**config.mk**
```make
export PLATFORM = sky130hd
export DESIGN_NAME = instr_sequencer
export DESIGN_NICKNAME = d
export VERILOG_FILES = /design/src/rtl/seq_pkg.sv /design/src/rtl/wait_counter.sv /design/src/rtl/instr_sequencer.sv
export SDC_FILE = /design/constraint.sdc
export NUM_CORES = 1
export LEC_CHECK = 0
export CORE_UTILIZATION = 47
export CTS_CLUSTER_SIZE = 40
export DETAILED_ROUTE_END_ITERATION = 10
export HOLD_SLACK_MARGIN = 0.1
export MAX_ROUTING_LAYER = met4
export PLACE_DENSITY = 0.8
export SLEW_MARGIN = 15
export SYNTH_ARGS = -nofsm -noshare
export SYNTH_HDL_FRONTEND = slang
export SYNTH_SLANG_ARGS = --single-unit
```
**constraint.sdc**
```tcl
create_clock -name clk -period 2.6 [get_ports clk]
set_input_delay 0.78 -clock clk [delete_from_list [all_inputs] [get_ports clk]]
set_output_delay 0.78 -clock clk [all_outputs]
set_load 0.1 [all_outputs]
```
**src/rtl/seq_pkg.sv**
```systemverilog
`timescale 1ns/1ps
// seq_pkg
// Shared definitions for the instruction sequencer:
//   state_e        - controller state enumeration (3-bit encoding)
//   SC_*           - state_control codes driven by the instruction decoder
//   DEFAULT_LAST_OPCODE - highest legal opcode unless overridden
//   CNT_W          - width of the memory-read wait counter
//   sat_inc16      - saturating increment used by the retire counter
package seq_pkg;

  typedef enum logic [2:0] {
    ST_IDLE      = 3'd0,
    ST_FETCH     = 3'd1,
    ST_LOAD_IR   = 3'd2,
    ST_EXEC      = 3'd3,
    ST_MEM_WAIT  = 3'd4,
    ST_WRITEBACK = 3'd5,
    ST_HALT      = 3'd6
  } state_e;

  localparam logic [1:0] SC_EXEC = 2'b00;
  localparam logic [1:0] SC_MRD  = 2'b01;
  localparam logic [1:0] SC_MWR  = 2'b10;
  localparam logic [1:0] SC_HALT = 2'b11;

  localparam logic [7:0] DEFAULT_LAST_OPCODE = 8'h1f;

  // Wide enough for a memory latency of up to 15 cycles.
  localparam int CNT_W = 4;

  function automatic logic [15:0] sat_inc16(input logic [15:0] v);
    return (v == 16'hffff) ? v : v + 16'd1;
  endfunction

endpackage

```
**src/rtl/wait_counter.sv**
```systemverilog
`timescale 1ns/1ps
// wait_counter
// Load/decrement down-counter that times the memory-read wait.
// Ports:
//   clk, rst  - clock and synchronous active-high reset
//   load      - capture load_val (has priority over dec)
//   load_val  - value loaded; number of extra wait cycles after the first
//   dec       - decrement by one, holding at zero
//   done      - count is zero
module wait_counter
  import seq_pkg::*;
#(
  parameter int W = CNT_W
) (
  input  logic         clk,
  input  logic         rst,
  input  logic         load,
  input  logic [W-1:0] load_val,
  input  logic         dec,
  output logic         done
);

  logic [W-1:0] count_q;
  logic [W-1:0] count_d;

  always_comb begin
    count_d = count_q;
    if (load) begin
      count_d = load_val;
    end else if (dec && (count_q != '0)) begin
      count_d = count_q - {{(W-1){1'b0}}, 1'b1};
    end
  end

  always_ff @(posedge clk) begin
    if (rst) begin
      count_q <= '0;
    end else begin
      count_q <= count_d;
    end
  end

  assign done = (count_q == '0);

endmodule

```
**src/rtl/instr_sequencer.sv**
```systemverilog
`timescale 1ns/1ps
// instr_sequencer
// Fetch/execute controller for the 8-bit datapath. Fetches an opcode from
// the instruction ROM into the instruction register, lets the decoder
// classify it through state_control, and issues exactly one datapath strobe
// in the cycles where architectural state is allowed to change.
// Ports:
//   clk, rst       - clock, synchronous active-high reset
//   start          - pulse; leaves IDLE (ignored while busy or halted)
//   step_mode      - 1: return to IDLE after each retired instruction
//   imem_data      - ROM data, valid the cycle after imem_rd
//   state_control  - decoder class: exec / mem read / mem write / halt
//   imem_addr, imem_rd - ROM address (= pc) and read strobe
//   opcode         - instruction register, feeds the decoder
//   reg_we, mem_rd, mem_we - datapath strobes
//   pc             - program counter
//   busy, halted, illegal - status; illegal is sticky until reset
//   retired        - saturating count of retired instructions
module instr_sequencer
  import seq_pkg::*;
#(
  parameter int         PC_W        = 8,
  parameter int         MEM_LAT     = 2,
  parameter logic [7:0] LAST_OPCODE = DEFAULT_LAST_OPCODE
) (
  input  logic            clk,
  input  logic            rst,
  input  logic            start,
  input  logic            step_mode,
  input  logic [7:0]      imem_data,
  input  logic [1:0]      state_control,
  output logic [PC_W-1:0] imem_addr,
  output logic            imem_rd,
  output logic [7:0]      opcode,
  output logic            reg_we,
  output logic            mem_rd,
  output logic            mem_we,
  output logic [PC_W-1:0] pc,
  output logic            busy,
  output logic            halted,
  output logic            illegal,
  output logic [15:0]     retired
);

  // The counter is loaded in EXEC; MEM_WAIT then runs until it reads zero,
  // giving exactly MEM_LAT wait cycles.
  localparam logic [CNT_W-1:0] WAIT_INIT = CNT_W'(MEM_LAT - 1);

  state_e          state_q, state_d;
  logic [PC_W-1:0] pc_q, pc_d;
  logic [7:0]      opcode_q, opcode_d;
  logic [15:0]     retired_q, retired_d;
  logic            illegal_q, illegal_d;

  logic imem_rd_c, reg_we_c, mem_rd_c, mem_we_c;
  logic wc_load, wc_dec, wc_done;
  logic retire;
  logic opcode_illegal;

  assign opcode_illegal = (opcode_q > LAST_OPCODE);

  wait_counter #(
    .W(CNT_W)
  ) u_wait_counter (
    .clk      (clk),
    .rst      (rst),
    .load     (wc_load),
    .load_val (WAIT_INIT),
    .dec      (wc_dec),
    .done     (wc_done)
  );

  always_comb begin
    state_d   = state_q;
    pc_d      = pc_q;
    opcode_d  = opcode_q;
    retired_d = retired_q;
    illegal_d = illegal_q;
    imem_rd_c = 1'b0;
    reg_we_c  = 1'b0;
    mem_rd_c  = 1'b0;
    mem_we_c  = 1'b0;
    wc_load   = 1'b0;
    wc_dec    = 1'b0;
    retire    = 1'b0;

    unique case (state_q)
      ST_IDLE: begin
        if (start) begin
          state_d = ST_FETCH;
        end
      end
      ST_FETCH: begin
        imem_rd_c = 1'b1;
        state_d   = ST_LOAD_IR;
      end
      ST_LOAD_IR: begin
        opcode_d = imem_data;
        pc_d     = pc_q + PC_W'(1);
        state_d  = ST_EXEC;
      end
      ST_EXEC: begin
        // An out-of-range opcode halts regardless of what the decoder says.
        if (opcode_illegal) begin
          illegal_d = 1'b1;
          state_d   = ST_HALT;
        end else begin
          case (state_control)
            SC_EXEC: begin
              reg_we_c = 1'b1;
              retire   = 1'b1;
            end
            SC_MRD: begin
              mem_rd_c = 1'b1;
              wc_load  = 1'b1;
              state_d  = ST_MEM_WAIT;
            end
            SC_MWR: begin
              mem_we_c = 1'b1;
              retire   = 1'b1;
            end
            default: begin
              state_d = ST_HALT;
            end
          endcase
        end
      end
      ST_MEM_WAIT: begin
        mem_rd_c = 1'b1;
        if (wc_done) begin
          state_d = ST_WRITEBACK;
        end else begin
          wc_dec = 1'b1;
        end
      end
      ST_WRITEBACK: begin
        reg_we_c = 1'b1;
        retire   = 1'b1;
      end
      ST_HALT: begin
        state_d = ST_HALT;
      end
      default: begin
        state_d = ST_IDLE;
      end
    endcase

    if (retire) begin
      retired_d = sat_inc16(retired_q);
      state_d   = step_mode ? ST_IDLE : ST_FETCH;
    end
  end

  always_ff @(posedge clk) begin
    if (rst) begin
      state_q   <= ST_IDLE;
      pc_q      <= '0;
      opcode_q  <= 8'h00;
      retired_q <= 16'h0000;
      illegal_q <= 1'b0;
    end else begin
      state_q   <= state_d;
      pc_q      <= pc_d;
      opcode_q  <= opcode_d;
      retired_q <= retired_d;
      illegal_q <= illegal_d;
    end
  end

  // Strobes are suppressed while rst is high so a reset that lands in the
  // middle of an instruction cannot disturb the datapath in that cycle.
  assign imem_rd   = imem_rd_c & ~rst;
  assign reg_we    = reg_we_c  & ~rst;
  assign mem_rd    = mem_rd_c  & ~rst;
  assign mem_we    = mem_we_c  & ~rst;

  assign imem_addr = pc_q;
  assign pc        = pc_q;
  assign opcode    = opcode_q;
  assign retired   = retired_q;
  assign illegal   = illegal_q;
  assign halted    = (state_q == ST_HALT);
  assign busy      = (state_q != ST_IDLE) && (state_q != ST_HALT);

endmodule

```
==> results.json, run 1 <==
{
  "synthArstFlopShare_pct": 0,
  "cpLargestDelayFamily": "simple AND/OR/NAND/NOR gates",
  "critical_path_class": "register to primary output",
  "portBuffers": 60,
  "worstPathCellList": "or3_4, nor2_4, nand3_2, a21oi_4, buf_12",
  "max_freq_mhz": 405,
  "syn2layout_area_growth_pct": 37.8,
  "synth_edf_count": 0,
  "final_nets": 324,
  "finalMaxSlewViolations": 0,
  "die_h_um": 68.4,
  "synth_cell_types": 46,
  "antenna_found_initial": 0,
  "hold_violations": 0,
  "cts_sinks": 40,
  "yosysTopAreaCell": "dfxtp_1",
  "path_clk_slew_ns": 0.08,
  "cp-end-kind": "primary output",
  "fin_crit_sh_pct": 95.0,
  "crit_path_top_delay_cell": "or3_4",
  "cp_num_cells": 5,
  "via_per_inst": 5.49,
  "rsz0062_at_grt": "no",
  "ant_nets": 0,
  "finalCriticalPeriod_ns": 2.47,
  "yosys_warnings": 0,
  "core_um2": 4120,
  "gp_congestion": 0.812,
  "cpPeakStageDelay_ns": 0.42,
  "netlist.area_leader.share_pct": 38.7,
  "p_per_area_nw_per_um2": 508,
  "syn_area_um2": 2070,
  "place_hpwl_mm": 3.41,
  "initial_utilization_pct": 50.3,
  "ys_ff_latch": 40,
  "wl_per_cell_um": 13.3,
  "grt_pass1_wl_mm": 7.62,
  "syn_inst": 248,
  "status": "finished, final reports clean",
  "io_pins": 61,
  "finalClockSkew_ns": 0.00764,
  "clk_latency_ns": 0.30,
  "ys.flop_type": "dfxtp_1",
  "htree_levels": 2,
  "min_path_type": "register to register",
  "first_iter_violations": 84,
  "placed_area_um2": 2720,
  "crit_buf_inv": 1,
  "final_util_pct": 69.4,
  "timing.hold.ws_ns": 0.458,
  "finalSetupViolCount": 0,
  "worst_pin_slew_ns": 0.554,
  "clock_path_buffers": 2,
  "num_antenna_cells": 0,
  "yosys-top-cells-area": "dfxtp_1 (39%), a21oi_1 (5.8%), nand2_1 (4.7%)",
  "post-route-drc-count": 0,
  "syn_nets": 265,
  "worst_ep_required_time_ns": 1.82,
  "drive_gt1_share_pct": 28.6,
  "cts_tree": "yes",
  "firstDrtPassIters": 4,
  "max-vdd-ir-drop_mv": 0.392,
  "wl_mm": 4.78,
  "startpoint_type": "register",
  "reg2reg_depth": 5,
  "die_x_um": 68.4,
  "final_area_um2": 2850,
  "grt_pass1_vias": 1688,
  "slew_headroom_pct": 62.7,
  "max_cap_violations": 0,
  "cts_buffers": 5,
  "vias": 1964,
  "cts_root_buffer": "clkbuf_8",
  "die_area_um2": 4680,
  "crit_arrival_ns": 1.69,
  "grt-ovfl-total": 0,
  "grt_usage_pct": 22.4,
  "grt_max_degree": 26,
  "setup_tns_ns": 0,
  "rows": 23,
  "synth-seq-area-share_pct": 38.7,
  "cp_max_fo": 5,
  "leakage_uw": 0.00106,
  "worst_hold_path.num_cells": 2,
  "syn_area_per_cell_um2": 8.35
}
## layout make-up
| type | count | area (µm²) |
|---|---|---|
| Sequential cell | 40 | 811 |
| Multi-Input combinational cell | 178 | 1170 |
| Tap cell | 50 | 62.6 |
| Clock inverter | 3 | 42.5 |
| Clock buffer | 5 | 68.8 |
| Fill cell | 357 | 1260 |
| Inverter | 9 | 33.8 |
| Timing Repair Buffer | 73 | 661 |
## final timing paths
| path | from | end | slack, ns |
|---|---|---|---|
| min reg2reg | opcode[3] | opcode[3] | 0.46 |
| min | opcode[3] | opcode[3] | 0.46 |
| max | opcode[5] | mem_rd | 0.13 |
| max reg2reg | opcode[5] | retired[13] | 0.59 |
## layer usage
| layer | GRT usage [%] | wire (µm) | up-vias |
|---|---|---|---|
| met5 | - | 0 | - |
| met4 | 7.03 | 74 | 0 |
| met3 | 5.67 | 195 | 8 |
| met2 | 35.0 | 2310 | 42 |
| met1 | 28.0 | 2200 | 903 |
| li1 | - | - | 1011 |
## power by group
group / switching, µW / internal (µW) / total (µW)
logic: 199 / 93.6 / 293
clock network: 228 / 284 / 513
registers: 17.5 / 626 / 644
## registers in the layout, summed over array words and instances (netlist names)
register	count
u_wait_counter.count_q	4
state_q	3
illegal	1
opcode	8
retired	16
imem_addr	8
## Yosys cell counts, types with 3 or more instances
cell type,instances
a21oi_1,24
and3_1,3
and4_1,4
buf_2,3
buf_4,8
clkbuf_1,7
dfxtp_1,40
ha_1,3
inv_1,9
mux2_1,5
nand2_1,26
nand3_1,7
nand3b_1,3
nand4_1,8
nor2_1,23
nor2b_1,5
nor3_1,5
nor3b_1,3
nor4_2,3
o21ai_0,4
o31ai_1,9
or3_1,3
or4_1,6
xnor2_1,7
xor2_1,3
## per-stage QoR
| stage | std cells | setup WS [ns] | power, µW |
|---|---|---|---|
| final | 358 | 0.131 | 1450 |
| after global routing | 358 | 0.0531 | 1500 |
| after detailed placement | 349 | -0.149 | 948 |
| after global placement | 349 | -0.131 | 946 |
| after floorplan | 248 | -0.199 | 866 |
| after CTS | 358 | 0.0472 | 1450 |
## layout by cell type (no fill, tap or decap), drive strengths merged, types with 3 or more instances in the layout
cell / n
dfxtp: 40
nor3: 5
o21ai: 4
xnor2: 7
buf: 61
mux2: 5
inv: 9
nor3b: 3
nor2: 23
nand3b: 3
and4: 4
a21oi: 25
nand4: 8
or4: 6
and3: 3
nand2: 26
nand3: 7
clkbuf: 5
nor4: 5
nor2b: 5
xor2: 3
or3: 4
o31ai: 9
ha: 3
clkdlybuf4s50: 10
## tightest hold or removal path, stage by stage, from the launching register on
cell and delay [ns]:
dfxtp_1 0.31, nand2_1 0.05, a21oi_1 0.05
## timing repair
| action | 4_1_cts | 5_1_grt |
|---|---|---|
| cloned | 0 | 0 |
| hold buffers | 0 | 0 |
| pin swaps | 6 | 0 |
| resized for setup | 4 | 3 |
| setup endpoints to repair | 3 | 1 |
| endpoints found under the hold margin | 0 | 0 |
| buffers inserted | 1 | 0 |
## logic make-up after synthesis
logic type | after synthesis | synth area share (%)
AOI/OAI and AO/OA | 51 | 16.0
xor gates and xnor gates | 10 | 4.23
adders and majority gates | 3 | 1.81
buffers and inverters | 30 | 7.43
DFF | 40 | 38.7
muxes | 6 | 3.20
and+or+nand+nor | 108 | 28.7
(Power assumes the default switching activity.)
==> run 2, diff against run 1 <==
SKIP_LAST_GASP = 1   (was not set)
==> results of run 2 <==
Same layout as run 1: the final DEF is identical, and so are final timing and power.
==> run 3, diff against run 2 <==
MAX_ROUTING_LAYER = not set   (was met4)
SETUP_SLACK_MARGIN = 0.02   (was not set)
==> results.json, run 3 (synthesis results as in run 1) <==
{
  "status": "finished, final reports clean",
  "firstDrtPassIters": 4,
  "placed_area_um2": 2720,
  "grt-ovfl-total": 0,
  "path_clk_slew_ns": 0.08,
  "ant_nets": 0,
  "finalCriticalPeriod_ns": 2.47,
  "rsz0062_at_grt": "no",
  "syn2layout_area_growth_pct": 37.8,
  "place_ws_ns": -0.149,
  "io_pins": 61,
  "cts_buffers": 5,
  "grt_max_degree": 26,
  "drive_gt1_share_pct": 28.6,
  "die_h_um": 68.4,
  "max_cap_violations": 0,
  "htree_levels": 2,
  "startpoint_type": "register",
  "grt_pass1_vias": 1685,
  "min_path_type": "register to register",
  "finalMaxSlewViolations": 0,
  "setup_tns_ns": 0,
  "via_per_inst": 5.45,
  "clock_path_buffers": 2,
  "cts_sinks": 40,
  "cp_max_fo": 5,
  "regArea_um2": 811,
  "clk_latency_ns": 0.30,
  "gp_congestion": 0.800,
  "final_area_um2": 2850,
  "wl_per_cell_um": 13.4,
  "rows": 23,
  "antenna_found_initial": 0,
  "vias": 1952,
  "portBuffers": 60,
  "max-vdd-ir-drop_mv": 0.392,
  "place_hpwl_mm": 3.41,
  "leakage_uw": 0.00106,
  "critical_path_class": "register to primary output",
  "total_power_uw": 1450,
  "cts_tree": "yes",
  "core_um2": 4120,
  "finalClockSkew_ns": 0.00726,
  "layout_common_cells": "buf_4 (53), dfxtp_1 (36), nand2_1 (26)",
  "holdBufCountCts": 0,
  "nFillCells": 357,
  "slew_headroom_pct": 62.3,
  "timing.hold.ws_ns": 0.458,
  "fin_crit_sh_pct": 95.1,
  "initial_utilization_pct": 50.3,
  "p_per_area_nw_per_um2": 508,
  "post-route-drc-count": 0,
  "final_nets": 324,
  "grt_pass1_wl_mm": 7.63,
  "cp-end-kind": "primary output",
  "grt_usage_pct": 21.8,
  "setup_ws_ns": 0.129,
  "finalSetupViolCount": 0,
  "die_area_um2": 4680,
  "die_x_um": 68.4,
  "crit_arrival_ns": 1.69,
  "hold_violations": 0,
  "max_freq_mhz": 405,
  "cts_root_buffer": "clkbuf_8",
  "worst_pin_slew_ns": 0.560,
  "first_iter_violations": 80,
  "largest_register_ffs": 16,
  "worst_ep_required_time_ns": 1.82,
  "multi_input_area_um2": 1170,
  "final_common_cell": "buf_4",
  "num_antenna_cells": 0,
  "wl_mm": 4.80
}
==> run 3: cell counts in the layout (fill, tap and decap cells not counted) <==
Identical to the previous run, type by type.
==> run 3: repair_timing <==
action,CTS,global route
buffers inserted,1,0
gates resized for setup,4,3
endpoints found under the setup margin,3,1
pin swaps,6,0
==> run 3: layout make-up <==
| cell class | instances | area share (%) |
|---|---|---|
| Timing Repair Buffer | 73 | 23.1 |
| Inverter | 9 | 1.18 |
| Multi-Input combinational cell | 178 | 41.2 |
| Tap cell | 50 | 2.19 |
| Clock buffer | 5 | 2.41 |
| Sequential cell | 40 | 28.4 |
| Clock inverter | 3 | 1.49 |
==> run 3: routing by layer <==
metal / global-route usage, % / part of all wire [%] / up-vias
met4: 7.03 / 1.5 / 0
met3: 5.67 / 4.0 / 8
met2: 35.0 / 48 / 47
met1: 28.1 / 47 / 887
met5: 0 / 0 / -
li1: - / - / 1010
==> run 3: where the power goes <==
| group | switching [µW] | internal (µW) |
|---|---|---|
| clock | 229 | 284 |
| sequential | 17.5 | 626 |
| combinational | 199 | 93.6 |
| total | 446 | 1000 |
==> run 3: path summary, 6_finish.rpt <==
kind,from,endpoint,slack [ns],cells after the start
hold / removal,opcode[3],opcode[3],0.46,2
setup / recovery,opcode[5],mem_rd,0.13,5
hold reg to reg,opcode[3],opcode[3],0.46,2
setup reg to reg,opcode[5],retired[13],0.59,5
==> run 3: worst max-delay path, cell delays in order (launching register included) <==
cell and delay (ns):
dfxtp_4 0.36, or3_4 0.42, nor2_4 0.15, nand3_2 0.11
a21oi_4 0.16, buf_12 0.19
==> run 3: through the flow <==
stage	util, %	instances
after global routing	69.4	358
after CTS	69.1	358
after floorplan	-	248
final	69.4	358
after global placement	66.1	349
after detailed placement	66.1	349
